**config.mk**
```make
export PLATFORM = sky130hd
export DESIGN_NAME = instr_encoder
export DESIGN_NICKNAME = d
export VERILOG_FILES = /design/src/rtl/instr_encoder.sv
export SDC_FILE = /design/constraint.sdc
export NUM_CORES = 1
export LEC_CHECK = 0
export ABC_AREA = 1
export BUFFER_PORTS_ARGS = -buffer_cell sky130_fd_sc_hd__buf_4
export CAP_MARGIN = 20
export CORE_ASPECT_RATIO = 0.7
export CORE_MARGIN = 8
export CORE_UTILIZATION = 59
export DETAILED_ROUTE_END_ITERATION = 7
export PLACE_DENSITY = 0.81
export SETUP_SLACK_MARGIN = 0.3
export SLEW_MARGIN = 0
export SYNTH_ARGS = -nofsm -noshare
export SYNTH_HDL_FRONTEND = slang
export SYNTH_SLANG_ARGS = --single-unit
```
**constraint.sdc**
```tcl
create_clock -name clk -period 3.2 [get_ports clk]
set_input_delay 0.96 -clock clk [delete_from_list [all_inputs] [get_ports clk]]
set_output_delay 0.96 -clock clk [all_outputs]
set_load 0.03 [all_outputs]
```
**src/rtl/instr_encoder.sv**
```systemverilog
// RV32I R-type / I-type ALU instruction encoder with an output FIFO and byte-address stream.
// Optional: define ENCODER_ERR_NOP_EN to push a NOP in place of each invalid request.
module instr_encoder #(
  parameter int unsigned DEPTH      = 4,
  parameter logic [31:0] BASE_ADDR  = 32'h0000_0000,
  parameter logic [31:0] ADDR_LIMIT = 32'h0000_0FFC
) (
  input  logic        clk,
  input  logic        reset,
  input  logic        req_valid,
  output logic        req_ready,
  input  logic [5:0]  req_alu_control,
  input  logic        req_imm_en,
  input  logic [4:0]  req_rd,
  input  logic [4:0]  req_rs1,
  input  logic [4:0]  req_rs2,
  input  logic [11:0] req_imm,
  output logic        out_valid,
  input  logic        out_ready,
  output logic [31:0] out_instr,
  output logic [31:0] out_addr,
  output logic        err_pulse,
  output logic [7:0]  err_count
);

  localparam int unsigned PTR_W = (DEPTH > 1) ? $clog2(DEPTH) : 1;
  localparam int unsigned CNT_W = PTR_W + 1;
  localparam logic [6:0]  OP_R  = 7'b0110011;
  localparam logic [6:0]  OP_I  = 7'b0010011;
  localparam logic [6:0]  F7_ALT = 7'b0100000;

  logic [2:0]  funct3;
  logic [6:0]  funct7;
  logic        is_shift;
  logic        code_ok;
  logic        req_ok;
  logic [31:0] enc_word;
  logic [31:0] push_word;
  logic        accept;
  logic        push;
  logic        pop;

  logic [CNT_W-1:0] count_q, count_d, after_pop;
  logic [PTR_W-1:0] rd_ptr_q, rd_ptr_d, wr_ptr_q, wr_ptr_d;
  logic [31:0]      mem_q [DEPTH];
  logic [31:0]      mem_d [DEPTH];
  logic             ready_q, ready_d;
  logic             valid_q, valid_d;
  logic [31:0]      instr_q, instr_d;
  logic [31:0]      addr_q, addr_d;
  logic             err_pulse_q, err_pulse_d;
  logic [7:0]       err_count_q, err_count_d;

  // Field decode and word assembly for the incoming request
  always_comb begin
    funct3   = 3'b000;
    funct7   = 7'b0000000;
    is_shift = 1'b0;
    code_ok  = 1'b1;
    case (req_alu_control)
      6'd1:  funct3 = 3'b000;
      6'd2:  begin funct3 = 3'b000; funct7 = F7_ALT; end
      6'd3:  begin funct3 = 3'b001; is_shift = 1'b1; end
      6'd4:  funct3 = 3'b010;
      6'd5:  funct3 = 3'b011;
      6'd6:  funct3 = 3'b100;
      6'd7:  begin funct3 = 3'b101; is_shift = 1'b1; end
      6'd8:  begin funct3 = 3'b101; funct7 = F7_ALT; is_shift = 1'b1; end
      6'd9:  funct3 = 3'b110;
      6'd10: funct3 = 3'b111;
      default: code_ok = 1'b0;
    endcase
    req_ok = code_ok && !((req_alu_control == 6'd2) && req_imm_en);
    if (req_imm_en) begin
      // Shift immediates carry funct7 in the upper seven bits
      enc_word = {(is_shift ? {funct7, req_imm[4:0]} : req_imm), req_rs1, funct3, req_rd, OP_I};
    end else begin
      enc_word = {funct7, req_rs2, req_rs1, funct3, req_rd, OP_R};
    end
  end

  assign accept = req_valid && ready_q;
  assign pop    = valid_q && out_ready;

`ifdef ENCODER_ERR_NOP_EN
  localparam logic [31:0] NOP_WORD = 32'h0000_0013;
  assign push      = accept;
  assign push_word = req_ok ? enc_word : NOP_WORD;
`else
  assign push      = accept && req_ok;
  assign push_word = enc_word;
`endif

  // FIFO bookkeeping, registered head/status and address/error tracking
  always_comb begin
    mem_d       = mem_q;
    count_d     = count_q + CNT_W'(push) - CNT_W'(pop);
    after_pop   = count_q - CNT_W'(pop);
    rd_ptr_d    = rd_ptr_q + PTR_W'(pop);
    wr_ptr_d    = wr_ptr_q + PTR_W'(push);
    instr_d     = instr_q;
    addr_d      = addr_q;
    err_pulse_d = accept && !req_ok;
    err_count_d = err_count_q;

    if (push) mem_d[wr_ptr_q] = push_word;

    // When the FIFO drains to zero before this push, the new word becomes the head directly
    if (count_d != '0) begin
      instr_d = (after_pop == '0) ? push_word : mem_q[rd_ptr_d];
    end

    if (pop) addr_d = (addr_q == ADDR_LIMIT) ? BASE_ADDR : addr_q + 32'd4;

    if (err_pulse_d && (err_count_q != 8'hFF)) err_count_d = err_count_q + 8'd1;

    ready_d = (count_d != CNT_W'(DEPTH));
    valid_d = (count_d != '0);
  end

  always_ff @(posedge clk or negedge reset) begin
    if (!reset) begin
      count_q     <= '0;
      rd_ptr_q    <= '0;
      wr_ptr_q    <= '0;
      ready_q     <= 1'b1;
      valid_q     <= 1'b0;
      instr_q     <= '0;
      addr_q      <= BASE_ADDR;
      err_pulse_q <= 1'b0;
      err_count_q <= '0;
      for (int i = 0; i < int'(DEPTH); i++) mem_q[i] <= '0;
    end else begin
      count_q     <= count_d;
      rd_ptr_q    <= rd_ptr_d;
      wr_ptr_q    <= wr_ptr_d;
      ready_q     <= ready_d;
      valid_q     <= valid_d;
      instr_q     <= instr_d;
      addr_q      <= addr_d;
      err_pulse_q <= err_pulse_d;
      err_count_q <= err_count_d;
      mem_q       <= mem_d;
    end
  end

  assign req_ready = ready_q;
  assign out_valid = valid_q;
  assign out_instr = instr_q;
  assign out_addr  = addr_q;
  assign err_pulse = err_pulse_q;
  assign err_count = err_count_q;

endmodule
```
## Word level (Yosys, flattened, before mapping)

Index checks and enable logic that the tools add are counted.

| operators by class | value |
|---|---|
| $add $sub $neg | 7 |
| order comparisons | 3 |
| eq/ne operators | 13 |
| mux-type cells | 14 |
| bitwise operators | 2 |
| reduce and logical (&&, ||, !) cells | 16 |

Operator list:

| kind | count |
|---|---|
| 32-bit 2-to-1 mux | 6 |
| 128-bit bitwise mux | 1 |
| 32-bit binary-select mux with 2-bit select | 1 |
| 32-bit demux with 2-bit select | 1 |
| 32-bit by 3-bit adder with 32-bit output, second input constant | 1 |
| 32-bit by 12-bit == test with 1-bit output, second input constant | 1 |
| 6-bit by 3-bit == test with 1-bit output, second input constant | 4 |
| 3-bit one-hot mux with 7 select lines | 1 |
| 6-bit by 4-bit == test with 1-bit output, second input constant | 3 |
| 6-bit by 2-bit == test with 1-bit output, second input constant | 2 |
| 12-bit 2-to-1 mux | 1 |
| 10-bit OR reduction | 1 |
| 8-bit by 1-bit adder with 8-bit output, second input constant | 1 |
| 1-bit logical AND | 8 |
| 8-bit inequality test, second input constant | 1 |
| 6-bit by 1-bit == test with 1-bit output, second input constant | 1 |
| 3-bit >= comparator, second input constant | 2 |
| 6-bit 2-to-1 mux | 1 |
| 2-bit NOT with 3-bit output | 2 |
| 3-bit by 1-bit subtractor with 3-bit output | 2 |
| 2-bit by 1-bit adder with 2-bit output | 2 |
| 2-bit OR reduction | 2 |
| 3-bit by 1-bit adder with 3-bit output | 1 |
| 3-bit logical NOT | 1 |
| other kinds (6) | 8 |

| word-level totals | value |
|---|---|
| register bits after elaboration | 210 |
| bits of input ports | 38 |
| output and inout port bits | 75 |
| logic and storage cells | 68 |

## Depth between registers and ports, before layout

Gate-level depths: netlist of the first run.

| logic depth | value |
|---|---|
| word-level depth | 8 |
| gate-level depth with buffers | 17 |
| mapped depth without buffers | 16 |

## Worst setup path before layout of the first run

Ideal clock, no wire load.

| path | value |
|---|---|
| kind | input-to-reg |
| start point | input port out_ready |
| end point | register instr_q[22], in the netlist out_instr[22] |
| setup time | 0.117 ns |
| arrival time | 3.229 ns |
| required time | 3.083 ns |
| slack | -0.146 ns |
| stages on the path | 14 |
| cell sequence | nand2_1 clkinv_1 buf_2 ha_1 inv_1 ha_1 fa_1 xnor2_1 or2_2 nand3_1 inv_1 buf_2 nand2_1 nand2_1 |

| between the ends | value |
|---|---|
| cells in the longest elaborated chain, start to end | 7 |
| elaborated cells on any way between the ends | 11 |
| classes of those cells | add/sub (3); mux (4); bitwise (1); reduce/logical (3) |

RTL lines:

| what | line | source |
|---|---|---|
| from (decl) | 19 | `input logic out_ready,` |
| 1-bit logical AND (*) | 83 | `assign pop = valid_q && out_ready;` |
| named net pop | 41 | `logic pop;` |
| 2-bit by 1-bit adder with 2-bit output | 99 | `rd_ptr_d = rd_ptr_q + PTR_W'(pop);` |
| 2-bit NOT with 3-bit output (not written as such) | 110 | `instr_d = (after_pop == '0) ? push_word : mem_q[rd_ptr_d];` |
| 32-bit binary-select mux with 2-bit select | 110 |  |
| 32-bit 2-to-1 mux (not written as such) (2 in a row) | 110 |  |
| 32-bit 2-to-1 mux | 110 |  |
| to (signal assigned) | 139 | `instr_q <= instr_d;` |
| to (decl) | 49 | `logic [31:0] instr_q, instr_d;` |

The timed path passes the listed nets; every way through them passes the cells marked *. The select of a mux whose other input is x is not followed.
A chain may end at the register's enable or synchronous reset.

## Final worst setup path of the first run

| path | value |
|---|---|
| start point | input port req_alu_control[4] |
| end point | register instr_q[31], in the netlist out_instr[31] |

| between the ends | value |
|---|---|
| cells in the longest elaborated chain, start to end | 8 |
| elaborated cells on any way between the ends | 24 |
| classes of those cells | add/sub (2); eq/ne (10); mux (5); reduce/logical (7) |

RTL lines:

| what | line | source |
|---|---|---|
| from (decl) | 12 | `input logic [5:0] req_alu_control,` |
| 6-bit by 2-bit == test with 1-bit output, or another cell as far along | 60, 73 |  |
| 10-bit OR reduction (no source line) / 1-bit logical AND (equally long branches) | n/a |  |
| 1-bit 2-to-1 mux / 1-bit logical NOT (equally long branches) | 60, 73 |  |
| 1-bit logical AND (*) | 73 | `req_ok = code_ok && !((req_alu_control == 6'd2) && req_imm_en);` |
| 1-bit logical AND (*) | 90 | `assign push = accept && req_ok;` |
| 3-bit by 1-bit adder with 3-bit output (*) | 97 | `count_d = count_q + CNT_W'(push) - CNT_W'(pop);` |
| 3-bit by 1-bit subtractor with 3-bit output (*) | 97 |  |
| named net count_d[1] | 43 | `logic [CNT_W-1:0] count_q, count_d, after_pop;` |
| 3-bit nonzero test (*) | 109 | `if (count_d != '0) begin` |

The timed path passes the listed nets; every way through them passes the cells marked *.

==> results of run 1 <==
==> cells by family (layout without fill, tap and decap cells) <==
family / after synthesis / after routing / synth area share, %
compound gates: 146 / 146 / 8.49
xor+xnor: 20 / 20 / 1.84
fa+ha+maj: 10 / 10 / 1.39
buf+inv: 150 / 257 / 7.97
flops: 183 / 183 / 48.2
mux: 5 / 5 / 0.526
other cells: 1 / 5 / 0.0394
simple gates: 676 / 676 / 31.6
==> per-stage QoR <==
step	std cells	power, mW	setup slack, ns	cell area (um2)
6_report	1502	10.7	0.498	11200
5_1_grt	1502	11.4	0.367	11200
4_1_cts	1502	10.7	0.500	11200
3_5_place_dp	1470	8.61	0.0389	10600
3_3_place_gp	1470	8.45	0.141	10600
2_1_floorplan	1195	7.02	0.240	9670
==> how the worst max path moves through the flow <==
stage                                   from                        end
after global routing      req_alu_control[4]  out_instr[31]$_DFFE_PN0P_
after CTS                 req_alu_control[0]  out_instr[13]$_DFFE_PN0P_
after detailed placement  req_alu_control[0]  out_instr[26]$_DFFE_PN0P_
after global placement    req_alu_control[0]  out_instr[30]$_DFFE_PN0P_
final                     req_alu_control[4]  out_instr[31]$_DFFE_PN0P_
after floorplan           req_alu_control[4]  out_instr[17]$_DFFE_PN0P_
==> worst register-to-register path, cell delays in order (launching register included) <==
cell and delay (ns):
dfrtp_1 0.41, nand2_4 0.12, clkinv_4 0.06, ha_1 0.28, inv_1 0.05, ha_2 0.18, fa_2 0.35, xnor2_2 0.14
or2_4 0.25, nand3_4 0.09, buf_12 0.17, inv_4 0.10, nand2_1 0.07, nand2_1 0.06
==> power by group through the flow <==
| stage | Sequential (mW) | Clock, mW | Combinational [mW] |
|---|---|---|---|
| 6_report | 3.75 | 2.02 | 4.89 |
| 3_3_place_gp | 3.74 | 0 | 4.71 |
| 2_1_floorplan | 4.19 | 0 | 2.83 |
| 4_1_cts | 3.73 | 2.05 | 4.88 |
| 3_5_place_dp | 3.75 | 0 | 4.85 |
| 5_1_grt | 3.84 | 2.14 | 5.41 |
==> layout make-up <==
| type | count | area, um2 | area share, % |
|---|---|---|---|
| sequential | 183 | 4580 | 41.0 |
| multi-input combinational | 862 | 4290 | 38.4 |
| timing repair buffer | 133 | 1130 | 10.1 |
| clock buffer | 20 | 447 | 3.99 |
| inverter | 92 | 370 | 3.31 |
| tap | 200 | 250 | 2.24 |
| clock inverter | 12 | 118 | 1.05 |
==> state kept, by name (all words and copies together) (netlist names) <==
register,count
wr_ptr_q,2
mem_q,108
out_instr,27
rd_ptr_q,2
err_count,8
count_q,3
req_ready,1
err_pulse,1
out_addr,30
out_valid,1
==> layout by cell type (no fill, tap or decap), drive strengths merged, types with 5 or more instances in the layout <==
master | Yosys | layout
a31oi | 12 | 12
o21ai | 128 | 128
buf | 44 | 133
ha | 9 | 9
nor2 | 73 | 73
conb | 1 | 5
nor3 | 16 | 16
clkinv | 2 | 7
xor2 | 16 | 16
nand2 | 426 | 426
nand3 | 123 | 123
mux2i | 5 | 5
nand4 | 31 | 31
inv | 90 | 95
clkbuf | 14 | 20
dfrtp | 182 | 182
==> metal layers <==
layer / vias up / track usage, % / share of wire [%] / wire [um]
met2: 370 / 36.3 / 42 / 10500
met5: - / 0 / 0 / 0
met4: 0 / 6.39 / 1.1 / 263
met1: 3964 / 35.2 / 46 / 11400
li1: 4063 / - / - / -
met3: 30 / 7.31 / 11 / 2650
==> flow_metrics.py, run 1 <==
metrics = {
    "floorplanning": {
        "fp.dieArea_um2": 20500,
        "rows": 38,
        "coreArea_um2": 15600,
        "die_h_um": 122,
        "ioPinCount": 113,
        "chipWidth_um": 168,
        "start_util_pct": 60.8,
    },
    "worst_setup_path": {
        "worstPathMaxFanout": 20,
        "path_delay_family": "simple AND/OR/NAND/NOR gates",
        "ff2ff_path_depth": 13,
        "cp.arrival_ns": 3.08,
        "reg2reg_slack_ns": 0.74,
        "crit_buf_inv": 3,
        "max_stage_delay_ns": 0.46,
        "cp-start-kind": "input pin",
        "regToRegEndpoint": "out_instr[13]$_DFFE_PN0P_",
        "crit_required_ns": 3.57,
        "cp_slowest_cell": "fa_2",
        "cp.depth": 14,
        "cp-end-kind": "register",
        "critical_path_class": "in -> reg",
        "regToRegStartpoint": "out_valid$_DFF_PN0_",
        "cp_cell_sequence": "buf_4 > nor2_8 > nand3_4 > nand4_4 > nand2_4 > nor2_4 > ha_2 > fa_2 > nor2_4 > nand3_4 > buf_12 > inv_4 > nand2_1 > nand2_1",
    },
    "placed_design": {
        "dpl.hpwl_mm": 17.2,
        "gp_congestion": 0.976,
        "port-buffer-count": 107,
    },
    "drt": {
        "drtIter0Drc": 863,
        "first_pass_iters": 6,
        "viasPerCell": 5.61,
        "drcViolationCount": 0,
        "vias": 8427,
        "routed_wl_mm": 24.8,
        "wl_per_cell_um": 16.5,
        "antenna_left": 0,
    },
    "timing": {
        "whs_ns": 0.457,
        "final-hold-violation-count": 0,
        "finalSetupViolCount": 0,
        "skew_ns": 0.00882,
        "max_freq_ghz": 0.370,
        "rsz0062_at_grt": "false",
        "worst_slew_pin_slew_ns": 0.566,
        "drv_slew": 0,
        "finalCritPeriodShare_pct": 84.4,
        "relSlewSlack_pct": 62.0,
        "fin_tns_setup_ns": 0,
        "finalCriticalPeriod_ns": 2.70,
    },
    "logic_synthesis": {
        "synth_area_leaders": "dfrtp_1, nand2_1, nand3_1",
        "synth_top_area_share_pct": 47.9,
        "yosysMostFrequentCell": "nand2_1",
        "syn-instance-count": 1191,
        "synth.cell_area_um2": 9510,
        "dominantRegCellSynth": "dfrtp_1",
        "synth_edf_count": 0,
        "yosysTopAreaCell": "dfrtp_1",
        "yosys_warnings": 0,
        "avgSynthCellArea_um2": 7.98,
        "ys_ff_latch": 183,
        "synthArstFlopShare_pct": 100,
        "synth-seq-area-share_pct": 48.2,
        "synth_common_cells": "nand2_1, dfrtp_1, nand3_1",
        "synth_cell_types": 37,
    },
    "clock_tree": {
        "postCtsSetupBuffers": 0,
        "clk_pin_slew_worst_paths_ns": 0.07,
        "cts_num_sinks": 183,
        "clockBufferDepth": 2,
        "cts_tree": "done",
        "cts-root-buf": "clkbuf_16",
        "hold_buffers": 0,
        "htree_levels": 4,
        "insertion_delay_ns": 0.44,
        "post_cts_resized": 0,
        "cts_buffers": 17,
    },
    "power_and_ir_drop": {
        "switching_share_pct": 43.5,
        "powerDensity_nw_per_um2": 953,
        "switching_power_mw": 4.63,
        "power_frac_comb_pct": 45.9,
        "pwr-share-seq_pct": 35.2,
        "p_int_mw": 6.02,
        "power.share.clock_pct": 19.0,
        "power_leakage_nw": 5.49,
        "ir_drop_mv": 0.499,
    },
    "global_routing": {
        "grt_pass1_wl_mm": 40.8,
        "track_usage_pct": 24.6,
        "grt_pass1_vias": 8013,
        "antenna_found_initial": 0,
        "grt_max_degree": 55,
        "grt_overflow": 0,
    },
    "worst_hold_path": {
        "hold_path_depth": 2,
        "hp-class": "reg -> reg",
        "worstHoldStart": "mem_q[36]$_DFFE_PN0P_",
        "min_to": "mem_q[36]$_DFFE_PN0P_",
    },
    "finish": {
        "drive_gt1_share_pct": 17.4,
        "syn_to_final_growth_pct": 17.6,
        "nNetsFinal": 1337,
        "antenna_cells": 0,
        "fin_util_pct": 71.5,
        "fillers": 1227,
    },
    "flow_run": {
        "max_cap_violations": 0,
    },
    "run_status": {
        "status": "complete, no violations",
    },
}
(Power assumes the default switching activity.)
==> run 2: changes to the inputs <==
- clock period: 3.2 -> 2.5 ns (I/O delays scaled with it)
==> run 2 against run 1 <==
- register-to-register slack worse by 0.68 ns
- wire length increased by 14%
- combinational power up 55%
- critical path depth unchanged
- first-iteration DRC count up 21%
- clock-buffer cell count is 3 lower
- non-clock buffer count grew 37
- via count is 5.8% higher
- sequential power up 29%
- critical endpoint unchanged
- largest cell class unchanged
==> flow_metrics.py, run 2 (synthesis gave the netlist of run 1 again) <==
metrics = {
    "finish": {
        "stdcell_area_um2": 11900,
        "largest-register": "mem_q",
        "largest_reg_flops": 108,
        "layout_common_cells": "nand2_1, dfrtp_1, buf_4, nand3_1, o21ai_1",
        "layout_commonest_cell": "nand2_1",
        "nNetsFinal": 1375,
        "syn_to_final_growth_pct": 25.1,
        "antenna_cells": 0,
        "drive_gt1_share_pct": 22.4,
    },
    "power_and_ir_drop": {
        "power_leakage_nw": 5.81,
        "switching_share_pct": 44.0,
        "ir_drop_mv": 0.740,
        "switching_power_mw": 6.72,
        "pwr-share-seq_pct": 31.8,
        "p_int_mw": 8.55,
        "power_mw": 15.3,
        "power.share.clock_pct": 18.6,
        "powerDensity_nw_per_um2": 1280,
        "power_frac_comb_pct": 49.7,
    },
    "run_status": {
        "status": "complete, no violations",
    },
    "placed_design": {
        "place_area_um2": 10900,
        "gp_congestion": 0.952,
        "dpl.hpwl_mm": 18.4,
        "port-buffer-count": 107,
    },
    "worst_setup_path": {
        "critPathLaunch": "req_alu_control[4]",
        "ff2ff_path_depth": 13,
        "cp-end-kind": "register",
        "critical_path_class": "in -> reg",
        "crit_required_ns": 2.81,
        "worstPathMaxFanout": 6,
        "endpoint": "out_instr[31]$_DFFE_PN0P_",
        "cp-start-kind": "input pin",
        "reg2reg_slack_ns": 0.06,
        "cp.arrival_ns": 2.79,
        "regToRegEndpoint": "out_instr[31]$_DFFE_PN0P_",
        "regToRegStartpoint": "out_valid$_DFF_PN0_",
    },
    "global_routing": {
        "antenna_found_initial": 0,
        "grtUsageMet2_pct": 42.1,
        "grt_overflow": 0,
        "track_usage_pct": 27.5,
        "grt_max_degree": 54,
        "gr-usage-met3_pct": 8.02,
        "busiest_layer": "met2",
        "grt_pass1_wl_mm": 45.3,
        "use_met1_pct": 38.1,
        "grt_pass1_vias": 8712,
    },
    "timing": {
        "drv_slew": 0,
        "skew_ns": 0.0132,
        "finalSetupViolCount": 0,
        "whs_ns": 0.258,
        "rsz0062_at_grt": "true",
        "final-hold-violation-count": 0,
        "relSlewSlack_pct": 54.8,
        "finalCriticalPeriod_ns": 2.48,
        "finalCritPeriodShare_pct": 99.2,
        "worst_slew_pin_slew_ns": 0.672,
        "max_freq_ghz": 0.403,
    },
    "floorplanning": {
        "rows": 38,
        "chipWidth_um": 168,
        "fp.dieArea_um2": 20500,
        "start_util_pct": 60.8,
        "ioPinCount": 113,
        "die_h_um": 122,
        "coreArea_um2": 15600,
    },
    "clock_tree": {
        "cts-root-buf": "clkbuf_16",
        "hold_buffers": 0,
        "clk_pin_slew_worst_paths_ns": 0.07,
        "cts_buffers": 17,
        "clockBufferDepth": 2,
        "cts_tree": "done",
        "insertion_delay_ns": 0.43,
        "cts_num_sinks": 183,
        "htree_levels": 4,
    },
    "drt": {
        "vias": 8913,
        "first_pass_iters": 5,
        "viasPerCell": 5.79,
        "drcViolationCount": 0,
        "drtIter0Drc": 1045,
        "wl_per_cell_um": 18.4,
        "routed_wl_mm": 28.3,
        "antenna_left": 0,
    },
    "worst_hold_path": {
        "hp-class": "in -> async",
    },
    "flow_run": {
        "max_cap_violations": 0,
    },
}
run 2: changes by cell type in the layout (fill, tap and decap cells not counted), sizes merged:
cell,change
bufinv,+1
inv,+3
buf,+37
clkbuf,-3
run 2: worst max-delay path, stage by stage:
cell,delay (ns)
buf_8,0.11
nor2_8,0.19
nand3_4,0.12
nand4_4,0.12
nand2_4,0.06
nor2_4,0.13
ha_4,0.15
fa_2,0.46
nor2_4,0.13
nand3_4,0.15
buf_12,0.17
buf_16,0.13
nand2_2,0.06
nand2_1,0.05
run 2: worst min-delay path by stage:
stage	startpoint	endpoint	slack, ns	cells past startpoint
after floorplan	mem_q[100]$_DFFE_PN0P_	mem_q[100]$_DFFE_PN0P_	0.42	2
after global placement	mem_q[100]$_DFFE_PN0P_	mem_q[100]$_DFFE_PN0P_	0.43	2
after detailed placement	mem_q[36]$_DFFE_PN0P_	mem_q[36]$_DFFE_PN0P_	0.44	2
after CTS	reset	err_count[4]$_DFFE_PN0P_	0.26	1
after global routing	reset	err_count[3]$_DFFE_PN0P_	0.28	1
final	reset	err_count[3]$_DFFE_PN0P_	0.26	1
run 2: layout make-up:
| class | count | area (um2) |
|---|---|---|
| Sequential cell | 183 | 4580 |
| Multi-Input combinational cell | 862 | 4460 |
| Fill cell | 1092 | 3740 |
| Timing Repair Buffer | 170 | 1600 |
| Clock buffer | 17 | 425 |
| Inverter | 92 | 388 |
| Tap cell | 200 | 250 |
| Clock inverter | 15 | 181 |
| Timing Repair inverter | 1 | 8.76 |
run 2: power by group through the flow:
| stage | Combinational [mW] | Sequential (mW) | Clock [mW] |
|---|---|---|---|
| after global routing | 8.22 | 4.96 | 2.97 |
| after detailed placement | 6.53 | 4.82 | 0 |
| after CTS | 7.10 | 4.80 | 2.84 |
| after global placement | 6.31 | 4.80 | 0 |
| after floorplan | 3.62 | 5.37 | 0 |
| final | 7.58 | 4.85 | 2.84 |
run 2: per-layer routing:
layer,wire [um],share of wire [%]
met3,2870,10
met2,12800,45
met4,336,1.2
met1,12300,43
met5,0,0
run 2: per-stage QoR:
| step | setup TNS, ns | std cells | utilization, % | worst slack (ns) |
|---|---|---|---|---|
| finish | 0 | 1540 | 76.1 | 0.0210 |
| CTS | 0 | 1535 | 74.8 | 0.0124 |
| global placement | -8.09 | 1494 | 69.5 | -0.341 |
| global route | -0.629 | 1540 | 76.1 | -0.0637 |
| floorplan | -6.46 | 1195 | - | -0.250 |
| detailed placement | -10.45 | 1494 | 69.5 | -0.422 |
run 2: what timing repair did:
item,4_1_cts,5_1_grt
endpoints found under the setup margin,28,29
resized for setup,25,42
buffers inserted,6,4
pin swaps,25,15
gates cloned,3,1
